==> src/rtl/simpleproc_pkg.sv <==
// rtl/simpleproc_pkg.sv - shared fetch FSM state type, opcode constants and default widths
package simpleproc_pkg;

  localparam int DEF_AW = 8;
  localparam int DEF_IW = 16;

  localparam logic [3:0] OPC_BR = 4'hF;
  localparam logic [3:0] OPC_BZ = 4'hE;

  typedef enum logic [2:0] {
    ST_IDLE,
    ST_REQ,
    ST_WAIT,
    ST_HOLD,
    ST_BRANCH
  } fetch_state_t;

endpackage

==> src/rtl/fetch_branch_detect.sv <==
// rtl/fetch_branch_detect.sv - decides whether a fetched opcode redirects the PC
module fetch_branch_detect #(
  parameter logic [3:0] OP_BR = 4'hF,
  parameter logic [3:0] OP_BZ = 4'hE
) (
  input  logic [3:0] opcode,
  input  logic       zero_flag,
  output logic       is_branch
);

  assign is_branch = (opcode == OP_BR) || ((opcode == OP_BZ) && zero_flag);

endmodule

==> src/rtl/instruction_fetch.sv <==
// rtl/instruction_fetch.sv - instruction fetch FSM: memory request, decoder handoff, branch redirect
module instruction_fetch
  import simpleproc_pkg::*;
#(
  parameter int         AW    = DEF_AW,
  parameter int         IW    = DEF_IW,
  parameter logic [3:0] OP_BR = OPC_BR,
  parameter logic [3:0] OP_BZ = OPC_BZ
) (
  input  logic          clk,
  input  logic          rst,
  input  logic [AW-1:0] pc,
  input  logic          zero_flag,
  output logic          mem_req,
  output logic [AW-1:0] mem_addr,
  input  logic          mem_gnt,
  input  logic          mem_rvalid,
  input  logic [IW-1:0] mem_rdata,
  output logic [IW-1:0] instr,
  output logic          instr_valid,
  input  logic          instr_ready,
  output logic          pc_en,
  output logic          take_branch,
  output logic [7:0]    immediate,
  output logic [7:0]    fetch_count,
  output logic          fetch_err
);

  fetch_state_t state_q, state_d;
  logic [IW-1:0] instr_q;
  logic          is_branch;
  logic          granted;
  logic          accepted;
  logic          proto_err;

  fetch_branch_detect #(
    .OP_BR (OP_BR),
    .OP_BZ (OP_BZ)
  ) u_branch_detect (
    .opcode    (mem_rdata[IW-1:IW-4]),
    .zero_flag (zero_flag),
    .is_branch (is_branch)
  );

  assign granted   = (state_q == ST_REQ) && mem_req && mem_gnt;
  assign accepted  = (state_q == ST_HOLD) && instr_ready;
  assign proto_err = (mem_rvalid && (state_q != ST_WAIT)) ||
                     (mem_gnt && !((state_q == ST_REQ) && mem_req));

  always_ff @(posedge clk) begin
    if (!rst) begin
      state_q <= ST_IDLE;
    end else begin
      state_q <= state_d;
    end
  end

  always_comb begin
    state_d = state_q;
    case (state_q)
      ST_IDLE:   state_d = ST_REQ;
      ST_REQ:    if (granted) state_d = ST_WAIT;
      ST_WAIT:   if (mem_rvalid) state_d = is_branch ? ST_BRANCH : ST_HOLD;
      ST_HOLD:   if (instr_ready) state_d = ST_REQ;
      ST_BRANCH: state_d = ST_IDLE;
      default:   state_d = ST_IDLE;
    endcase
  end

  // The REQ cycle that carries the pc_en pulse keeps mem_req low, so the
  // request goes out only once the incremented pc is visible on the input.
  always_ff @(posedge clk) begin
    if (!rst) begin
      mem_req     <= 1'b0;
      instr_q     <= '0;
      pc_en       <= 1'b0;
      fetch_count <= 8'h00;
      fetch_err   <= 1'b0;
    end else begin
      mem_req <= (state_q == ST_IDLE) || ((state_q == ST_REQ) && !granted);
      pc_en   <= accepted;
      if ((state_q == ST_WAIT) && mem_rvalid) begin
        instr_q <= mem_rdata;
      end
      if (accepted) begin
        fetch_count <= fetch_count + 8'd1;
      end
      if (proto_err) begin
        fetch_err <= 1'b1;
      end
    end
  end

  assign mem_addr    = mem_req ? pc : '0;
  assign instr       = instr_q;
  assign instr_valid = (state_q == ST_HOLD);
  assign take_branch = (state_q == ST_BRANCH);
  assign immediate   = take_branch ? instr_q[7:0] : 8'h00;

endmodule

==> config.mk <==
export PLATFORM = sky130hd
export DESIGN_NAME = instruction_fetch
export DESIGN_NICKNAME = d
export VERILOG_FILES = /design/src/rtl/simpleproc_pkg.sv /design/src/rtl/fetch_branch_detect.sv /design/src/rtl/instruction_fetch.sv
export SDC_FILE = /design/constraint.sdc
export NUM_CORES = 1
export LEC_CHECK = 0
export ABC_AREA = 1
export BUFFER_PORTS_ARGS = -buffer_cell sky130_fd_sc_hd__buf_2
export CORE_ASPECT_RATIO = 1.75
export CORE_MARGIN = 5
export CORE_UTILIZATION = 40
export CTS_BUF_LIST = sky130_fd_sc_hd__clkbuf_16
export DETAILED_ROUTE_END_ITERATION = 12
export MAX_ROUTING_LAYER = met4
export PLACE_DENSITY = 0.76
export SLEW_MARGIN = 40
export SYNTH_ARGS = -nofsm -noshare
export SYNTH_HDL_FRONTEND = slang
export SYNTH_SLANG_ARGS = --single-unit
export TNS_END_PERCENT = 30
==> constraint.sdc <==
create_clock -name clk -period 1.1 [get_ports clk]
set_input_delay 0.11 -clock clk [delete_from_list [all_inputs] [get_ports clk]]
set_output_delay 0.11 -clock clk [all_outputs]
set_load 0.03 [all_outputs]
**Yosys cells after proc, flatten, opt, wreduce, memory -nomap -nowiden**

Cells that the tools add are included.

- Register bits after elaboration: 30
- Output and inout bits: 45
- Word-level logic and storage cells: 39

- Add/sub/neg operators: 1
- Equal/unequal tests: 10
- Mux-type cells: 7
- Reduce and logical (&&, ||, !) cells: 15

Operators with widths:

| kind | number |
|---|---|
| $mux 8 | 2 |
| $mux 3 | 4 |
| $pmux 3 s4 | 1 |
| $add 8x1->8 const B | 1 |
| $eq 4x4->1 const B | 2 |
| $logic_and 1x1->1 | 8 |
| $eq 3x2->1 const B | 2 |
| $ne 2x2->1 const B | 2 |
| $eq 3x1->1 const B | 1 |
| $eq 3x3->1 const B | 1 |
| $logic_not 3->1 | 1 |
| $logic_or 1x1->1 | 3 |
| $ne 3x2->1 const B | 1 |
| $reduce_and 3->1 | 1 |
| $logic_not 1->1 | 2 |
| $ne 2x1->1 const B | 1 |

**Longest topological paths before layout**

- Depth in word-level cells: 6
- Gate-level depth with buffers: 7
- Gate-level depth less buffers: 7

**Hierarchy**

Synthesis repeated with hierarchy kept, for this count alone.

- Cells, all modules: 200
- Area, all modules: 1410.1 um^2

By module, submodules not included:

| module | times used | cells each | area each (um^2) | seq. area each (um^2) |
|---|---|---|---|---|
| instruction_fetch | 1 | 197 | 1397.6 | 600.6 |
| fetch_branch_detect | 1 | 3 | 12.5 | 0.0 |

**Worst setup path after synthesis**

No wires, ideal clock.

- Path kind: reg-to-reg
- Start: register mem_req
- End: register state_q[0]
- Setup time: 0.112 ns
- Arrival time: 1.213 ns
- Required time: 0.988 ns
- Slack: -0.225 ns
- Cell stages (with the launch flop): 7
- Path buffers: 1
- Clock period less this slack: 1.325 ns
- Path through: dfxtp_1 clkbuf_1 nand2_1 nand4_1 nand3_1 nor2_1 nor2_1

- Word-level cells in the longest chain between the ends: 4

RTL lines:

| what | RTL line | source |
|---|---|---|
| from (decl) | instruction_fetch.sv:14 | `output logic mem_req,` |
| from (signal assigned) | instruction_fetch.sv:80 | `mem_req <= (state_q == ST_IDLE) \|\| ((state_q == ST_REQ) && !granted);` |
| $logic_and 1x1->1 (2 in series) | instruction_fetch.sv:45 | `assign granted = (state_q == ST_REQ) && mem_req && mem_gnt;` |
| $ne 2x2->1 (no source line) | n/a |  |
| $reduce_and 3->1 (no source line) | n/a |  |
| to (signal assigned) | instruction_fetch.sv:54 | `state_q <= state_d;` |
| to (decl) | instruction_fetch.sv:29 | `fetch_state_t state_q, state_d;` |

No other way between the ends.
A chain may end at the register's enable or synchronous reset.

**Worst setup path in the final report**

- Start: register state_q[1]
- End: output immediate[5]

- Word-level cells in the longest chain between the ends: 2

RTL lines:

| what | RTL line | source |
|---|---|---|
| $eq 3x3->1 | instruction_fetch.sv:97 | `assign take_branch = (state_q == ST_BRANCH);` |
| $mux 8 | instruction_fetch.sv:98 | `assign immediate = take_branch ? instr_q[7:0] : 8'h00;` |
| to (decl) | instruction_fetch.sv:24 | `output logic [7:0] immediate,` |

No other way between the ends.

==> results by group <==
Min path
  – Source of the worst hold timing path: mem_rdata[12]
  – Class of the worst hold path: input pin to register
  – Number of cells on the worst hold path: 3
  – Capture endpoint of the worst hold path: instr[12]

Place
  – Minimum setup slack after placement: -0.0913 ns
  – Placed standard-cell area: 0.00192 mm²
  – Post-DP HPWL: 2820 µm
  – Count of port buffers added during placement: 74
  – Total placed cells including tap cells: 325
  – GP Congestion: 0.827

Floorplan
  – Die X: 54.5 µm
  – Die Footprint: 0.00479 mm²
  – Height of the chip: 87.9 µm
  – # rows: 28
  – Core Footprint: 0.00336 mm²
  – IO Count: 75
  – Starting density of the core: 41.3%

STA
  – Unrepaired setup endpoints after global routing: yes
  – Post-route setup slack: -0.237 ns
  – Final hold violation count: 0
  – Final Cycle Share: 122%
  – Actual transition at the worst max-transition pin: 0.285 ns
  – Time the final worst path needs with I/O delays and setup: 1.34 ns
  – Finish-stage setup viols: 38
  – Setup clock skew after layout: 0.00582 ns
  – Worst slew margin relative to its limit: 81.0%
  – Achievable clock frequency: 748 MHz
  – Slew Limit Fails: 0
  – Final sum of negative setup slack: -5.23 ns

Clocking
  – H-tree lvl count: 2
  – Inserted Clock Buffers: 5
  – Clock transition time at the flip-flop clock pins of the worst setup and hold paths: 0.05 ns
  – Root cell of the clock tree: sky130_fd_sc_hd__clkbuf_16
  – Longest Clk Path Bufs: 2
  – CTS tree: yes
  – Count of clock tree sinks: 30
  – Clock Latency Late Sink: 0.27 ns

Power
  – Share of total power in sequential cells: 29.6%
  – Total power after layout: 4.86 mW
  – Design internal power: 2.96 mW
  – Combinational cell fraction of total power: 43.7%
  – Net switching power figure: 1.90 mW
  – Max VDD drop: 0.00165 V
  – Pwr per Cell Area: 1950 mW/mm²
  – Clk network pwr share: 26.7%
  – Sw Share: 39.1%
  – P_leak: 1.23 nW

Run status
  – Status: finished with violations
  – Violations in the final reports: setup timing

GRT
  – Vias in the first global route: 1564
  – Global-route usage over all layers: 18.8%
  – Pin count of the biggest net entering global routing: 26
  – Number of antenna violations at the first check in global routing: 0
  – Wire length of the first global-routing pass: 6440 µm
  – Grt ovf: 0

Routing
  – Vias post-DR: 1637
  – Highest metal layer with signal wires: met4
  – Total routed wire length on the met1 layer: 1470 µm
  – Met2 WL: 2680 µm
  – Vias per cell: 4.80
  – Metal3 WL: 227 µm
  – Number of DRC violations after detailed routing: 0
  – Remaining antenna violation count after routing: 0
  – Average wire per cell in the routed design: 13.3 µm
  – Pre-Repair DR Iteration Count: 4
  – Iteration-0 DRC count of the detailed router: 23
  – Wire length after detailed routing: 4530 µm

Layout
  – Post-layout instance area: 0.00249 mm²
  – Layout cells sized above 1: 55.7%
  – Synth-to-layout area growth: 79.7%
  – Final std cells w/o fill: 341
  – Fillcell total: 274
  – Combined flip-flop and latch cell area: 617 µm²
  – Nets: 326
  – Ant. Diodes: 0
  – Combined area of the multi-input logic cells: 838 µm²

Yosys
  – Post-synthesis instance area: 0.00139 mm²
  – Most area-consuming cells after synthesis: sky130_fd_sc_hd__dfxtp_1 (43%), sky130_fd_sc_hd__nor2_1 (11%), sky130_fd_sc_hd__nand2_1 (9.7%), sky130_fd_sc_hd__inv_1 (7.8%), sky130_fd_sc_hd__a21oi_1 (5.4%)
  – Most numerous cell types in the synthesized netlist: sky130_fd_sc_hd__nor2_1 (41), sky130_fd_sc_hd__nand2_1 (36), sky130_fd_sc_hd__dfxtp_1 (30)
  – Number of different library cells in the post-synthesis netlist: 25
  – Syn Nets: 230
  – Number of synthesized flops with an enable pin: 0
  – Most frequent cell after synthesis: sky130_fd_sc_hd__nor2_1
  – Post-synthesis area per instance: 6.97 µm²
  – Number of instances in the synthesized netlist: 199
  – Asr flop ratio synth: 0%
  – Predominant post-synthesis flop cell: sky130_fd_sc_hd__dfxtp_1
  – Sequential cell area fraction in the yosys report: 43.3%
  – Top cell type's share of synthesized area: 43.3%
  – Number of warnings reported in the yosys synthesis log: 0
  – Biggest area consumer among synthesized cells: sky130_fd_sc_hd__dfxtp_1
  – Flip-flop and latch count after synthesis: 30

Critical path
  – R2R cell count: 6
  – CP Class: register to primary output
  – Reg-to-Reg Start: state_q[1]
  – Endpoint of the worst register-to-register path: instr[1]
  – Worst endpoint data arrival time: 1.23 ns
  – Buf/Inv on CP: 2
  – Standard cell with the maximum stage delay on the critical path: sky130_fd_sc_hd__dfxtp_4
  – CP Max Fanout: 5
  – Cell mode on critical path: sky130_fd_sc_hd__buf_6
  – Required time of the critical path: 0.99 ns
  – Kind of end point of the critical path: primary output
  – R2r setup slk: -0.16 ns
  – Kind of launch point of the worst setup path: register
  – Cell family contributing the most delay on the critical path: flip-flops
  – Ordered cell list for the critical path: nor2_4 > nand2_4 > buf_6 > nor2_2 > buf_6
  – Slowest cell delay on critical path: 0.37 ns

Run
  – Number of max-cap violations: 0
-- how the worst max path moves through the flow --
| stage | cells after the start | start | endpoint |
|---|---|---|---|
| finish | 5 | state_q[1] | immediate[5] |
| global route | 5 | state_q[1] | immediate[5] |
| CTS | 5 | state_q[0] | immediate[4] |
| detailed placement | 6 | state_q[2] | fetch_count[2] |
| global placement | 6 | state_q[2] | fetch_count[2] |
| floorplan | 7 | state_q[0] | fetch_count[5] |
-- cell type report --
type / count / share of cell area [%]
inverters: 31 / 5.47
flip-flops and latches: 30 / 24.7
repair buffers: 93 / 28.2
clock inverters: 3 / 0.652
multi-input cells: 134 / 33.6
well taps: 45 / 2.26
clock buffers: 5 / 5.02
-- registers in the layout, indices dropped and copies added, names as in the netlist --
| name | cells |
|---|---|
| fetch_count | 8 |
| instr | 16 |
| state_q | 3 |
| pc_en | 1 |
| mem_req | 1 |
| fetch_err | 1 |
-- cells in the final DEF, fill, tap and decap left out, types with 3 or more instances in the layout --
| master | netlist | final |
|---|---|---|
| sky130_fd_sc_hd__a21oi_1 | 15 | 11 |
| sky130_fd_sc_hd__a21oi_2 | 1 | 5 |
| sky130_fd_sc_hd__buf_2 | 1 | 56 |
| sky130_fd_sc_hd__buf_4 | 0 | 10 |
| sky130_fd_sc_hd__buf_6 | 2 | 23 |
| sky130_fd_sc_hd__clkbuf_16 | 0 | 7 |
| sky130_fd_sc_hd__dfxtp_1 | 30 | 21 |
| sky130_fd_sc_hd__dfxtp_2 | 0 | 7 |
| sky130_fd_sc_hd__inv_1 | 29 | 22 |
| sky130_fd_sc_hd__inv_2 | 1 | 6 |
| sky130_fd_sc_hd__nand2_1 | 36 | 33 |
| sky130_fd_sc_hd__nand2_2 | 2 | 3 |
| sky130_fd_sc_hd__nand2_4 | 1 | 4 |
| sky130_fd_sc_hd__nand3_1 | 7 | 4 |
| sky130_fd_sc_hd__nand3_2 | 0 | 3 |
| sky130_fd_sc_hd__nor2_1 | 41 | 32 |
| sky130_fd_sc_hd__nor2_4 | 2 | 11 |
| sky130_fd_sc_hd__o21ai_2 | 0 | 14 |
-- power groups by stage --
stage | logic, mW | registers (mW) | clock network (mW)
after global routing | 2.27 | 1.46 | 1.37
after detailed placement | 1.55 | 1.44 | 0
after global placement | 1.53 | 1.44 | 0
after floorplan | 0.801 | 1.72 | 0
after CTS | 1.83 | 1.42 | 1.32
final | 2.12 | 1.44 | 1.30
-- logic make-up after synthesis --
family | count (synthesis) | share of synthesized area, %
compound gates | 35 | 12.9
fa+ha+maj | 1 | 0.902
buf+inv | 36 | 11.0
flops | 30 | 43.3
simple gates | 97 | 31.9
-- tightest hold or removal path: stages --
cell	delay [ns]
sky130_fd_sc_hd__buf_2	0.09
sky130_fd_sc_hd__o21ai_2	0.05
sky130_fd_sc_hd__nor2_1	0.07
-- per-layer routing --
| layer | vias up | GRT usage [%] |
|---|---|---|
| li1 | 807 | - |
| met1 | 752 | 17.8 |
| met2 | 66 | 35.4 |
| met3 | 12 | 4.26 |
| met4 | 0 | 5.44 |
| met5 | - | - |
-- stage by stage --
| stage | utilization, % | hold slack (ns) |
|---|---|---|
| CTS | 67.6 | 0.0778 |
| finish | 74.1 | 0.0893 |
| floorplan | - | 0.241 |
| global route | 74.1 | 0.100 |
| global placement | 57.0 | 0.345 |
| detailed placement | 57.0 | 0.359 |
-- repair_timing --
action                                  in CTS  in global routing
gates resized for setup                     62                 47
gates cloned                                 2                  2
pin swaps                                    5                  4
buffers inserted                             4                  0
endpoints found under the setup margin      41                 47
hold buffers                                 0                  0
hold endpoints to repair                     0                  0
Power figures use the tool's default switching activity.
